$ cat config.mk
export PLATFORM = sky130hd
export DESIGN_NAME = jt12_slot_wr_flat
export DESIGN_NICKNAME = d
export VERILOG_FILES = /design/src/rtl/jt12_slot_wr_if.sv /design/src/rtl/jt12_slot_wr.sv /design/src/flat_wrapper.sv
export SDC_FILE = /design/constraint.sdc
export NUM_CORES = 1
export LEC_CHECK = 0
export BUFFER_PORTS_ARGS = -buffer_cell sky130_fd_sc_hd__buf_2
export CAP_MARGIN = 20
export CORE_ASPECT_RATIO = 2
export CORE_MARGIN = 2
export CORE_UTILIZATION = 30
export DETAILED_ROUTE_END_ITERATION = 16
export GPL_ROUTABILITY_DRIVEN = 0
export PLACE_DENSITY_LB_ADDON = 0.08
export RECOVER_POWER = 100
export SLEW_MARGIN = 15
export SYNTH_ARGS = -nofsm -noshare
export SYNTH_HDL_FRONTEND = slang
export SYNTH_SLANG_ARGS = --single-unit
$ cat constraint.sdc
create_clock -name clk -period 2.6 [get_ports clk]
set_input_delay 0 -clock clk [delete_from_list [all_inputs] [get_ports clk]]
set_output_delay 0 -clock clk [all_outputs]
set_load 0.1 [all_outputs]
$ cat src/rtl/jt12_slot_wr_if.sv
// Register-side bus for jt12_slot_wr: random-access write port plus the
// optional readback port, grouped so host and writer share one bundle.
interface jt12_slot_wr_if #(
   parameter int width = 5
);
   logic             wr_req;
   logic [4:0]       wr_slot;
   logic [width-1:0] wr_data;
   logic             busy;
   logic             wr_done;
   logic             wr_err;
   logic             rd_req;
   logic [4:0]       rd_slot;
   logic [width-1:0] rd_data;
   logic             rd_valid;

   modport master (
      output wr_req, wr_slot, wr_data, rd_req, rd_slot,
      input  busy, wr_done, wr_err, rd_data, rd_valid
   );

   modport slave (
      input  wr_req, wr_slot, wr_data, rd_req, rd_slot,
      output busy, wr_done, wr_err, rd_data, rd_valid
   );
endinterface

$ cat src/rtl/jt12_slot_wr.sv
// 24-slot recirculating ring with a slot-addressed writer; head value drives dout.
// Define JT12_SLOT_RD_EN to build the slot readback port (rd_req/rd_data/rd_valid).
module jt12_slot_wr #(
   parameter int width = 5
) (
   input  logic             rst,
   input  logic             clk,
   input  logic             clk_en,
   jt12_slot_wr_if.slave    bus,
   output logic [4:0]       slot,
   output logic [width-1:0] dout
);
   localparam logic [4:0] LAST_SLOT = 5'd23;

   logic [width-1:0] ring_q [24];
   logic [width-1:0] ring_d [24];
   logic [4:0]       slot_q, slot_d;
   logic [4:0]       pend_slot_q, pend_slot_d;
   logic [width-1:0] pend_data_q, pend_data_d;
   logic             busy_q, busy_d;
   logic             wr_done_q, wr_done_d;
   logic             wr_err_q, wr_err_d;
   logic             accept, reject, commit;

   always_comb begin
      accept = bus.wr_req && !busy_q && (bus.wr_slot <= LAST_SLOT);
      reject = bus.wr_req && !busy_q && (bus.wr_slot >  LAST_SLOT);
      // busy_q gates commit, so a request accepted while its slot is at the head waits a full turn
      commit = clk_en && busy_q && (slot_q == pend_slot_q);

      slot_d = slot_q;
      if (clk_en) slot_d = (slot_q == LAST_SLOT) ? '0 : slot_q + 5'd1;

      ring_d = ring_q;
      if (clk_en) begin
         for (int unsigned i = 0; i < 23; i++) ring_d[i] = ring_q[i+1];
         ring_d[23] = commit ? pend_data_q : ring_q[0];
      end

      pend_slot_d = pend_slot_q;
      pend_data_d = pend_data_q;
      if (accept) begin
         pend_slot_d = bus.wr_slot;
         pend_data_d = bus.wr_data;
      end

      busy_d = busy_q;
      if (accept)      busy_d = 1'b1;
      else if (commit) busy_d = 1'b0;

      wr_done_d = commit;
      wr_err_d  = reject;
   end

   always_ff @(posedge clk) begin
      if (rst) begin
         ring_q      <= '{default: '0};
         slot_q      <= '0;
         pend_slot_q <= '0;
         pend_data_q <= '0;
         busy_q      <= 1'b0;
         wr_done_q   <= 1'b0;
         wr_err_q    <= 1'b0;
      end else begin
         ring_q      <= ring_d;
         slot_q      <= slot_d;
         pend_slot_q <= pend_slot_d;
         pend_data_q <= pend_data_d;
         busy_q      <= busy_d;
         wr_done_q   <= wr_done_d;
         wr_err_q    <= wr_err_d;
      end
   end

   assign slot        = slot_q;
   assign dout        = ring_q[0];
   assign bus.busy    = busy_q;
   assign bus.wr_done = wr_done_q;
   assign bus.wr_err  = wr_err_q;

`ifdef JT12_SLOT_RD_EN
   logic             rd_pend_q, rd_pend_d;
   logic [4:0]       rd_slot_q, rd_slot_d;
   logic [width-1:0] rd_data_q, rd_data_d;
   logic             rd_valid_q, rd_valid_d;
   logic             rd_accept, rd_hit;

   always_comb begin
      rd_accept = bus.rd_req && !rd_pend_q && (bus.rd_slot <= LAST_SLOT);
      rd_hit    = rd_pend_q && clk_en && (slot_q == rd_slot_q);

      rd_slot_d = rd_accept ? bus.rd_slot : rd_slot_q;
      rd_pend_d = rd_pend_q;
      if (rd_accept)   rd_pend_d = 1'b1;
      else if (rd_hit) rd_pend_d = 1'b0;

      // sampled from the head before any same-cycle commit lands at the tail
      rd_data_d  = rd_hit ? ring_q[0] : rd_data_q;
      rd_valid_d = rd_hit;
   end

   always_ff @(posedge clk) begin
      if (rst) begin
         rd_pend_q  <= 1'b0;
         rd_slot_q  <= '0;
         rd_data_q  <= '0;
         rd_valid_q <= 1'b0;
      end else begin
         rd_pend_q  <= rd_pend_d;
         rd_slot_q  <= rd_slot_d;
         rd_data_q  <= rd_data_d;
         rd_valid_q <= rd_valid_d;
      end
   end

   assign bus.rd_data  = rd_data_q;
   assign bus.rd_valid = rd_valid_q;
`else
   logic unused_rd;
   assign unused_rd    = ^{bus.rd_req, bus.rd_slot};
   assign bus.rd_data  = '0;
   assign bus.rd_valid = 1'b0;
`endif
endmodule

$ cat src/flat_wrapper.sv
// flat-port wrapper written by rule: the top's interface ports become plain ports
module jt12_slot_wr_flat 
#(
   parameter int width = 5
)
  (rst, clk, clk_en, slot, dout, bus_wr_req, bus_wr_slot, bus_wr_data, bus_rd_req, bus_rd_slot, bus_busy, bus_wr_done, bus_wr_err, bus_rd_data, bus_rd_valid);
  jt12_slot_wr_if #(.width(width)) bus_i ();
  input  logic rst;
  input  logic clk;
  input  logic clk_en;
  output logic [4:0] slot;
  output logic [width-1:0] dout;
  input wire logic [$bits(bus_i.wr_req)-1:0] bus_wr_req;
  input wire logic [$bits(bus_i.wr_slot)-1:0] bus_wr_slot;
  input wire logic [$bits(bus_i.wr_data)-1:0] bus_wr_data;
  input wire logic [$bits(bus_i.rd_req)-1:0] bus_rd_req;
  input wire logic [$bits(bus_i.rd_slot)-1:0] bus_rd_slot;
  output wire logic [$bits(bus_i.busy)-1:0] bus_busy;
  output wire logic [$bits(bus_i.wr_done)-1:0] bus_wr_done;
  output wire logic [$bits(bus_i.wr_err)-1:0] bus_wr_err;
  output wire logic [$bits(bus_i.rd_data)-1:0] bus_rd_data;
  output wire logic [$bits(bus_i.rd_valid)-1:0] bus_rd_valid;
  assign bus_i.wr_req = bus_wr_req;
  assign bus_i.wr_slot = bus_wr_slot;
  assign bus_i.wr_data = bus_wr_data;
  assign bus_i.rd_req = bus_rd_req;
  assign bus_i.rd_slot = bus_rd_slot;
  assign bus_busy = bus_i.busy;
  assign bus_wr_done = bus_i.wr_done;
  assign bus_wr_err = bus_i.wr_err;
  assign bus_rd_data = bus_i.rd_data;
  assign bus_rd_valid = bus_i.rd_valid;
  jt12_slot_wr #(.width(width)) u_core (.rst(rst), .clk(clk), .clk_en(clk_en), .bus(bus_i), .slot(slot), .dout(dout));
endmodule
==> run summary, run 1 <==
Routed WL per cell -> 12.31 µm
drt drc -> 0
post-synthesis compound-gate area fraction -> 1.313%
most instantiated cells after synthesis -> 138 x dfxtp_1, 136 x nor2_1, 124 x mux2i_1
RSZ-0062 raised after global routing -> false
Filler Cells Inserted -> 1,702
Final nets -> 534
simple-gate area share of the yosys netlist -> 13.08%
P per Cell Area -> 811.7 nW/µm²
Synth Area in Adders -> 0.2477%
Setup CP Type -> input port to register
H-tree Lvls -> 4
Peak VDD IR -> 0.0003524 V
total power -> 4.843 mW
# placed instances -> 689
largest net degree at the start of global routing -> 64
most common cell in the netlist -> dfxtp_1
status -> finished, violations left
clock tree root driver cell -> clkbuf_16
# rows -> 67
initial antenna violation count -> 0
XOR/XNOR Fraction of Synth Area -> 1.387%
Leak -> 2.571 nW
port bufs -> 26
Worst slew margin -> -5.591%
ANT cells -> 0
clk_skew -> 7.844 ps
violated checks -> capacitance limit, slew limit
clk buf depth -> 2
Worst-path clk slew -> 60 ps
Post-synth ARST share -> 0%
post-cts sizing count -> 0
vias per cell -> 4.342
layout cells sized above 1 -> 9.143%
DRT Pass-1 Iters -> 4
#FFs+latches synth -> 138
Synth top area share -> 54.69%
YS warnings -> 0
die width -> 95.75 µm
Max Cap Viol -> 1
Post-synth EDFFs -> 0
grt total ovfl -> 0
total number of vias -> 3,178
Starting Density -> 30.43%
cells after synthesis -> 489
Routed WL -> 9011 µm
core area -> 16,600 µm²
Die Ht -> 187.5 µm
worst hold-check path type -> input port to register
vias in the first global route -> 3,043
final setup fails -> 0
register area share after synthesis -> 54.69%
Num CTS Buffers -> 17
design area -> 5967 µm²
crit share post-route -> 73.84%
wire length of the first global-routing pass -> 15,180 µm
area of placed instances -> 5300 µm²
Total Routing Usage GR -> 10.68%
Reg2Reg Setup Slack -> 1080 ps
fmax -> 520.9 MHz
Area Growth Syn to Fin -> 18.13%
Num Clock Sinks -> 138
most common flop cell mapped by yosys -> dfxtp_1
largest family of logic cells by synthesized area -> multiplexers
Final ANT Viol Nets -> 0
die area -> 17,950 µm²
mux cell area share after synthesis -> 24.57%
post-detail-place hpwl -> 5320 µm
Slew @ Worst Pin -> 1584 ps
Finished Layout Cells -> 732
CP arrival -> 2160 ps
Min Hold Slack -> 17.54 ps
Final Hold Viols -> 0
Ports -> 39
Max Slew Vio Count -> 51
top fanout value on the critical path -> 51
Synth cell types -> 28
Tmin final -> 1920 ps
Worst Setup End Kind -> register
Mapped Area -> 5051 µm²
initial detailed-routing violation count -> 105
critical path required time -> 2840 ps
setup TNS -> 0 ps
largest cells by area after synthesis -> dfxtp_1 55%, mux2i_1 25%, nor2_1 10%
Worst setup SP type -> input port
CTS tree -> done
average cell area after synthesis -> 10.33 µm²
Clock Latency Late Sink -> 400 ps
area leader, netlist -> dfxtp_1
==> layout by cell type (no fill, tap or decap), drive strengths merged, types with 4 or more instances in the layout <==
cell         instances
clkbuf              36
conb                 6
nor2               136
mux2i              124
nor3                 8
a211oi               4
buf                 13
dfxtp              138
xnor2                6
inv                  5
nand2                4
dlygate4sd3         12
nor4                 4
clkinv               4
==> sequential cells by signal, summed over array words and instances, names as in the netlist <==
register	cells
u_core.bus.busy	1
u_core.slot	5
u_core.pend_slot_q	5
u_core.bus.wr_done	1
u_core.ring_q	115
u_core.pend_data_q	5
u_core.bus.wr_err	1
u_core.dout	5
==> cells by family after synthesis <==
group	count (synthesis)
xor gates and xnor gates	8
AOI/OAI and AO/OA	10
buffers and inverters	44
and+or+nand+nor	163
other	1
muxes	124
DFF	138
adders and majority gates	1
==> critical path: stages <==
cell,delay [ps]
clkbuf_2,1120
clkbuf_2,700
mux2i_1,270
nor2_1,60
==> per-stage QoR <==
step / utilization, % / setup WS, ps
4_1_cts: 36.15 / 1000
3_3_place_gp: 31.93 / 1069
5_1_grt: 35.95 / 475.5
2_1_floorplan: - / 670.8
6_report: 35.95 / 680.2
3_5_place_dp: 31.93 / 1049
==> layout make-up <==
| cell class | instances | area, µm² | area share [%] |
|---|---|---|---|
| clock buffers | 18 | 439.2 | 7.360 |
| clock inverters | 13 | 141.4 | 2.369 |
| inverters | 1 | 3.754 | 0.06291 |
| multi-input cells | 312 | 2073 | 34.75 |
| flip-flops and latches | 138 | 2763 | 46.30 |
| well taps | 207 | 259.0 | 4.341 |
| repair buffers | 43 | 287.8 | 4.823 |
==> path summary, 6_finish.rpt <==
path | to | cells after the start | startpoint
setup reg to reg | u_core.pend_data_q[0] | 4 | u_core.bus.busy
setup / recovery | u_core.ring_q[13] | 4 | clk_en
hold reg to reg | u_core.ring_q[1] | 2 | u_core.ring_q[1]
hold / removal | u_core.pend_slot_q[3] | 4 | bus_wr_req
==> where the power goes <==
| part | internal, mW | leakage (nW) | switching (mW) |
|---|---|---|---|
| Combinational | 0.103 | 1.18 | 0.217 |
| Sequential | 2.14 | 1.11 | 0.0194 |
| Clock | 1.44 | 0.279 | 0.924 |
==> metal layers <==
| layer | share of wire (%) | wire [µm] | GRT usage, % |
|---|---|---|---|
| met1 | 52 | 4669 | 14.88 |
| met2 | 42 | 3793 | 14.63 |
| met3 | 4.2 | 382 | 3.455 |
| met4 | 1.8 | 166 | 5.330 |
| met5 | 0 | 0 | 0 |
==> repair_timing <==
| item | in CTS | in global routing |
|---|---|---|
| hold buffers | 12 | 0 |
| hold endpoints to repair | 11 | 0 |
| buffers inserted | 0 | 0 |
Note: power is estimated with default switching activity, not from simulation.
==> run 2, diff against run 1 <==
--- a/config.mk
+++ b/config.mk
@@ -5,6 +5,7 @@
 export SDC_FILE = /design/constraint.sdc
 export NUM_CORES = 1
 export LEC_CHECK = 0
+export ABC_AREA = 1
 export BUFFER_PORTS_ARGS = -buffer_cell sky130_fd_sc_hd__buf_2
 export CAP_MARGIN = 20
 export CORE_ASPECT_RATIO = 2
==> constraint.sdc (replaced) <==
create_clock -name clk -period 1.7 [get_ports clk]
set_input_delay 0 -clock clk [delete_from_list [all_inputs] [get_ports clk]]
set_output_delay 0 -clock clk [all_outputs]
set_load 0.1 [all_outputs]
==> run 2 against run 1 <==
Compared with the run above: the flow now finishes without violations; worst hold slack gained 0.68 ps; clock power grew 56%; area after synthesis grew 0.30%; combinational power grew 130%; register-to-register slack lost 940 ps; final cell count grew 23%; final area grew 0.94%; power grew 65%.
==> run summary, run 2 <==
vias in the first global route -> 4,249 (+40%)
Reg2Reg Setup Slack -> 140 ps (-940 ps)
Routed WL per cell -> 12.09 µm (-1.8%)
Worst path slowest cell -> dlygate4sd3_1
clock tree root driver cell -> clkbuf_16
largest cells by area after synthesis -> dfxtp_1 55%, nor2_1 18%, o21ai_0 12%
worst hold-check path type -> input port to register
Critical Path Start -> u_core.bus.busy
CTS tree -> done
part of the power in the clock network -> 46.3% (-2.5 points)
crit share post-route -> 91.50%
hold endpoint -> u_core.bus.wr_err
Num CTS Buffers -> 17 (unchanged)
setup TNS -> 0 ps (unchanged)
Setup CP Type -> register to register
YS warnings -> 0 (unchanged)
CP arrival -> 1860 ps (-300 ps)
port bufs -> 26 (unchanged)
die area -> 18,010 µm² (+0.29%)
# rows -> 67 (unchanged)
clk buf depth -> 2 (unchanged)
most common cell in the netlist -> nor2_1
top fanout value on the critical path -> 14 (-73%)
area leader, netlist -> dfxtp_1
Synth top area share -> 54.53% (-0.16 points)
Area Growth Syn to Fin -> 18.89%
Slew @ Worst Pin -> 543.0 ps (-1041 ps)
fmax -> 642.9 MHz
Hold Crit Depth -> 3 (-1)
Ports -> 39 (unchanged)
CP peak stage delay -> 570 ps (-550 ps)
Post-synth ARST share -> 0% (unchanged)
reg2reg path depth -> 5 (+1)
critical-path cell list -> nor2_1 > nand2_2 > nand2_1 > a21oi_1 > dlygate4sd3_1
grt total ovfl -> 0 (unchanged)
DRT Pass-1 Iters -> 4 (unchanged)
total number of vias -> 4,219 (+33%)
commonest cells after routing, fill and taps aside -> 248 x nor2_1, 133 x dfxtp_1, 120 x o21ai_0, 33 x nand2_1
post-detail-place hpwl -> 6504 µm (+22%)
most common flop cell mapped by yosys -> dfxtp_1
die width -> 95.89 µm (+0.15%)
status -> completed
Final ANT Viol Nets -> 0 (unchanged)
RR Endpoint -> u_core.pend_data_q[4]
core area -> 16,680 µm² (+0.50%)
largest net degree at the start of global routing -> 79 (+23%)
Combinational Power Share -> 9.3% (+2.7 points)
Starting Density -> 30.37% (-0.063 points)
HP Start -> bus_wr_slot[4]
Peak VDD IR -> 0.0004863 V (+38%)
Routed WL -> 10,840 µm (+20%)
RSZ-0062 raised after global routing -> false
Setup Buffers After CTS -> 0 (unchanged)
Max Cap Viol -> 0 (-1)
largest reg by FF count -> u_core.ring_q
P_sw -> 2.013 mW (+73%)
average cell area after synthesis -> 7.688 µm² (-26%)
Synth cell types -> 26 (-7.1%)
layout cells sized above 1 -> 12.17% (+3.0 points)
Worst Setup End Kind -> register
Tmin final -> 1556 ps
Clock Latency Late Sink -> 410 ps (about the same)
initial detailed-routing violation count -> 167 (+59%)
Final Hold Viols -> 0 (unchanged)
CP top delay family -> buffers and inverters
Int Pwr -> 5.959 mW (+62%)
P per Cell Area -> 1324 nW/µm² (+63%)
most instantiated cells after synthesis -> 247 x nor2_1, 138 x dfxtp_1, 120 x o21ai_0
Worst setup SP type -> register
ANT cells -> 0 (unchanged)
Sw Share -> 25.25% (+1.3 points)
total power -> 7.972 mW (+65%)
Worst-path clk slew -> 60 ps (about the same)
Post-synth EDFFs -> 0 (unchanged)
initial antenna violation count -> 0 (unchanged)
max reg flops -> 115 (unchanged)
Final nets -> 698 (+31%)
clk_skew -> 6.220 ps (-1.624 ps)
vias per cell -> 4.703 (+8.3%)
Leak -> 2.577 nW (+0.24%)
Crit. path cell count -> 5 (+1)
Worst slew margin -> 63.95% (+70 points)
H-tree Lvls -> 4 (unchanged)
most frequent standard cell in the layout excluding fill and tap cells -> nor2_1
Max Slew Vio Count -> 0 (-100%)
wire length of the first global-routing pass -> 18,630 µm (+23%)
Total Routing Usage GR -> 13.04% (+2.4 points)
Mapped Area -> 5066 µm² (+0.30%)
Num Clock Sinks -> 138 (unchanged)
power share of the sequential group -> 44.4% (-0.2 points)
RR Startpoint -> u_core.bus.busy
#FFs+latches synth -> 138 (unchanged)
worst path bufs/invs -> 1 (-1)
Die Ht -> 187.8 µm (+0.14%)
drt drc -> 0 (unchanged)
critical path required time -> 2000 ps (-840 ps)
register area share after synthesis -> 54.53% (-0.16 points)
final setup fails -> 0 (unchanged)
cells after synthesis -> 659 (+35%)
==> run 2: cell count changes after synthesis, moves of 4 or more <==
cell / previous run / this run
nand2_1: 4 / 34
xnor2_1: 6 / 0
inv_1: 1 / 18
mux2i_1: 124 / 0
a21oi_1: 2 / 13
buf_2: 16 / 6
nor3_1: 8 / 3
nor2_1: 136 / 247
o21ai_0: 1 / 120
clkbuf_1: 12 / 30
nand3_1: 2 / 12
nor4_1: 4 / 0
==> run 2: worst max path at each step <==
stage / to / slack [ps]
floorplan: u_core.ring_q[0] / 120
global placement: u_core.ring_q[1] / 350
detailed placement: u_core.ring_q[4] / 320
CTS: u_core.pend_data_q[4] / 20
global route: u_core.pend_data_q[4] / 80
finish: u_core.pend_data_q[4] / 140
==> run 2: power groups by stage <==
| stage | registers (mW) | logic, mW | clock network (mW) |
|---|---|---|---|
| floorplan | 3.64 | 0.559 | 0 |
| global placement | 3.61 | 0.726 | 0 |
| detailed placement | 3.61 | 0.735 | 0 |
| CTS | 3.54 | 0.759 | 3.82 |
| global route | 3.57 | 0.841 | 3.95 |
| finish | 3.54 | 0.741 | 3.69 |
==> run 2: cells by family after synthesis <==
family          count (synthesis)  share of synthesized area [%]
fa+ha+maj                       1                         0.2469
other cells                     1                        0.07402
compound gates                136                          13.58
buf+inv                        74                          6.890
simple gates                  309                          24.67
flops                         138                          54.53
==> run 2: routing by layer <==
metal	vias to the layer above	GRT usage, %	wire (µm)
met5	-	0	0
met4	0	5.769	217
met3	12	3.375	281
met2	51	24.37	5732
met1	2029	12.94	4609
li1	2127	-	-
==> run 2: worst reg2reg max path, stage by stage, from the launching register on <==
cell           delay (ps)
dfxtp_2               340
nor2_1                160
nand2_2               210
nand2_1               110
a21oi_1                60
dlygate4sd3_1         570
==> run 2: through the flow <==
stage | setup slack, ps | hold WS (ps) | area [µm²] | instances | util [%]
2_1_floorplan | 119.1 | 164.4 | 5092 | 664 | -
3_3_place_gp | 349.6 | 272.7 | 5308 | 853 | 31.82
3_5_place_dp | 322.8 | 275.8 | 5308 | 853 | 31.82
4_1_cts | 23.39 | 2.385 | 6027 | 897 | 36.13
5_1_grt | 76.60 | 38.64 | 6023 | 897 | 36.11
6_report | 144.5 | 18.22 | 6023 | 897 | 36.11
==> run 2: cell type report <==
class                   count  area (µm²)
clock buffers              21       480.5
clock inverters            11       118.9
fillers                  1782       10660
inverters                  21       80.08
multi-input cells         452        1973
flip-flops and latches    138        2769
well taps                 207       259.0
repair buffers             47       342.8
==> run 2: timing repair <==
item,in CTS,in global routing
endpoints found under the setup margin,0,1
hold endpoints to repair,12,0
resized for setup,0,1
hold buffers,12,0
==> run 3, diff against run 2 <==
--- a/config.mk
+++ b/config.mk
@@ -6,7 +6,7 @@
 export NUM_CORES = 1
 export LEC_CHECK = 0
 export ABC_AREA = 1
-export BUFFER_PORTS_ARGS = -buffer_cell sky130_fd_sc_hd__buf_2
+export BUFFER_PORTS_ARGS = -buffer_cell sky130_fd_sc_hd__buf_4
 export CAP_MARGIN = 20
 export CORE_ASPECT_RATIO = 2
 export CORE_MARGIN = 2
==> run 3 against run 2 <==
Compared with the run above: non-clock buffer count up 5; register-to-register slack better by 50 ps; power up 2.9%; worst setup slack gained 49 ps; via count is 2.9% lower; critical path depth stayed put; maximum frequency rose by 3.3%; count of clock-buffer cells in the layout increased by 3; critical endpoint unchanged; largest cell class unchanged; sequential share of layout area down 0.75 points; combinational power is 1% higher; sequential power hardly changed; critical path type unchanged; final area rose by 1.7%.
==> run summary, run 3 (synthesized netlist as in run 2, its figures left out) <==
Routed WL -> 10,550 µm (-2.7%)
area of placed instances -> 5378 µm² (+1.3%)
Int Pwr -> 6.268 mW (+5.2%)
most frequent standard cell in the layout excluding fill and tap cells -> nor2_1
Area Growth Syn to Fin -> 20.87%
max reg flops -> 115 (unchanged)
RSZ-0062 raised after global routing -> false
largest reg by FF count -> u_core.ring_q
grt total ovfl -> 0 (unchanged)
total power -> 8.207 mW (+2.9%)
Ports -> 39 (unchanged)
Worst path slowest cell -> dlygate4sd3_1
Worst-path clk slew -> 60 ps (about the same)
post-layout util -> 36.71% (+0.60 points)
P per Cell Area -> 1340 nW/µm² (+1.3%)
Clock Latency Late Sink -> 410 ps (about the same)
port bufs -> 26 (unchanged)
Final nets -> 703 (+0.72%)
drt drc -> 0 (unchanged)
Total Routing Usage GR -> 12.74% (-0.31 points)
Reg2Reg Setup Slack -> 190 ps (+50 ps)
Max Slew Vio Count -> 0 (unchanged)
# placed instances -> 854 (+0.12%)
design area -> 6123 µm² (+1.7%)
clk_skew -> 5.451 ps (-0.7696 ps)
Starting Density -> 30.37% (unchanged)
critical path required time -> 2000 ps (about the same)
Worst Setup End Kind -> register
Num Clock Sinks -> 138 (unchanged)
setup TNS -> 0 ps (unchanged)
layout cells sized above 1 -> 11.67% (-0.50 points)
CTS tree -> done
Max Cap Viol -> 0 (unchanged)
clk buf depth -> 2 (unchanged)
Peak VDD IR -> 0.0004554 V (-6.3%)
Leak -> 2.634 nW (+2.2%)
Slew @ Worst Pin -> 617.2 ps (+74.23 ps)
Tmin final -> 1506 ps (-49.24 ps)
fmax -> 663.9 MHz (+3.3%)
Finished Layout Cells -> 901 (+0.45%)
core area -> 16,680 µm² (unchanged)
die width -> 95.89 µm (unchanged)
die area -> 18,010 µm² (unchanged)
Final ANT Viol Nets -> 0 (unchanged)
H-tree Lvls -> 4 (unchanged)
Die Ht -> 187.8 µm (unchanged)
Num CTS Buffers -> 17 (unchanged)
status -> completed
top fanout value on the critical path -> 14 (unchanged)
final setup fails -> 0 (unchanged)
initial antenna violation count -> 0 (unchanged)
DRT Pass-1 Iters -> 4 (unchanged)
largest net degree at the start of global routing -> 84 (+6.3%)
wire length of the first global-routing pass -> 18,110 µm (-2.8%)
Combinational Power Share -> 9.2% (about the same)
part of the power in the clock network -> 47.7% (+1.4 points)
commonest cells after routing, fill and taps aside -> 247 x nor2_1, 133 x dfxtp_1, 120 x o21ai_0, 33 x nand2_1, 21 x buf_4
P_sw -> 1.939 mW (-3.7%)
vias in the first global route -> 4,029 (-5.2%)
Setup Buffers After CTS -> 0 (unchanged)
Final Hold Viols -> 0 (unchanged)
worst hold-check path type -> input port to register
ANT cells -> 0 (unchanged)
crit share post-route -> 88.61% (-2.9 points)
critical-path cell list -> nor2_2 > nand2_2 > nand2_1 > a21oi_1 > dlygate4sd3_1
vias per cell -> 4.546 (-3.3%)
clock tree root driver cell -> clkbuf_16
post-detail-place hpwl -> 6214 µm (-4.5%)
total number of vias -> 4,096 (-2.9%)
Sw Share -> 23.62% (-1.6 points)
Worst setup SP type -> register
CP arrival -> 1800 ps (-60 ps)
Worst slew margin -> 58.85% (-5.1 points)
initial detailed-routing violation count -> 202 (+21%)
Routed WL per cell -> 11.71 µm (-3.1%)
power share of the sequential group -> 43.2% (-1.2 points)
Setup CP Type -> register to register
# rows -> 67 (unchanged)
CP peak stage delay -> 560 ps (about the same)
run 3: metal layers:
layer / vias up / routed length, µm / part of all wire, % / track usage, %
li1: 2132 / - / - / -
met1: 1912 / 4627 / 44 / 13.68
met2: 39 / 5463 / 52 / 22.49
met3: 13 / 240 / 2.3 / 3.134
met4: 0 / 216 / 2.0 / 6.264
met5: - / 0 / 0 / 0
run 3: final timing paths:
kind | startpoint | endpoint | cells past startpoint
worst max-delay path | u_core.bus.busy | u_core.pend_data_q[4] | 5
worst min-delay path | clk_en | u_core.ring_q[3] | 4
worst max register to register | u_core.bus.busy | u_core.pend_data_q[4] | 5
worst min register to register | u_core.ring_q[111] | u_core.dout[1] | 2
run 3: per-stage QoR:
step	worst slack [ps]	hold slack, ps
after detailed placement	357.7	285.3
after global placement	369.6	280.1
after floorplan	119.1	164.4
after CTS	31.64	5.200
final	193.7	16.85
after global routing	80.79	34.64
run 3: critical path, delay by kind of cell (launching register included):
family	cells	cell delay [ps]
buffers and inverters	1	560
AND/OR/NAND/NOR	3	440
AO/OA/AOI/OAI	1	60
flip-flops	1	340
run 3: power groups by stage:
| stage | Sequential, mW | Combinational [mW] | Clock [mW] |
|---|---|---|---|
| after CTS | 3.54 | 0.781 | 4.05 |
| final | 3.54 | 0.751 | 3.91 |
| after floorplan | 3.64 | 0.559 | 0 |
| after detailed placement | 3.61 | 0.748 | 0 |
| after global placement | 3.61 | 0.740 | 0 |
| after global routing | 3.57 | 0.856 | 4.17 |
run 3: cell type report:
type                    count  area [µm²]
clock buffers              24       491.7
clock inverters             7       137.6
fillers                  1757       10560
inverters                  21       80.08
multi-input cells         452        1976
flip-flops and latches    138        2769
well taps                 207       259.0
repair buffers             52       410.4
run 3: repair_timing:
item,4_1_cts,5_1_grt
endpoints found under the hold margin,17,0
hold buffers,16,0
setup endpoints to repair,0,5
gates resized for setup,0,1
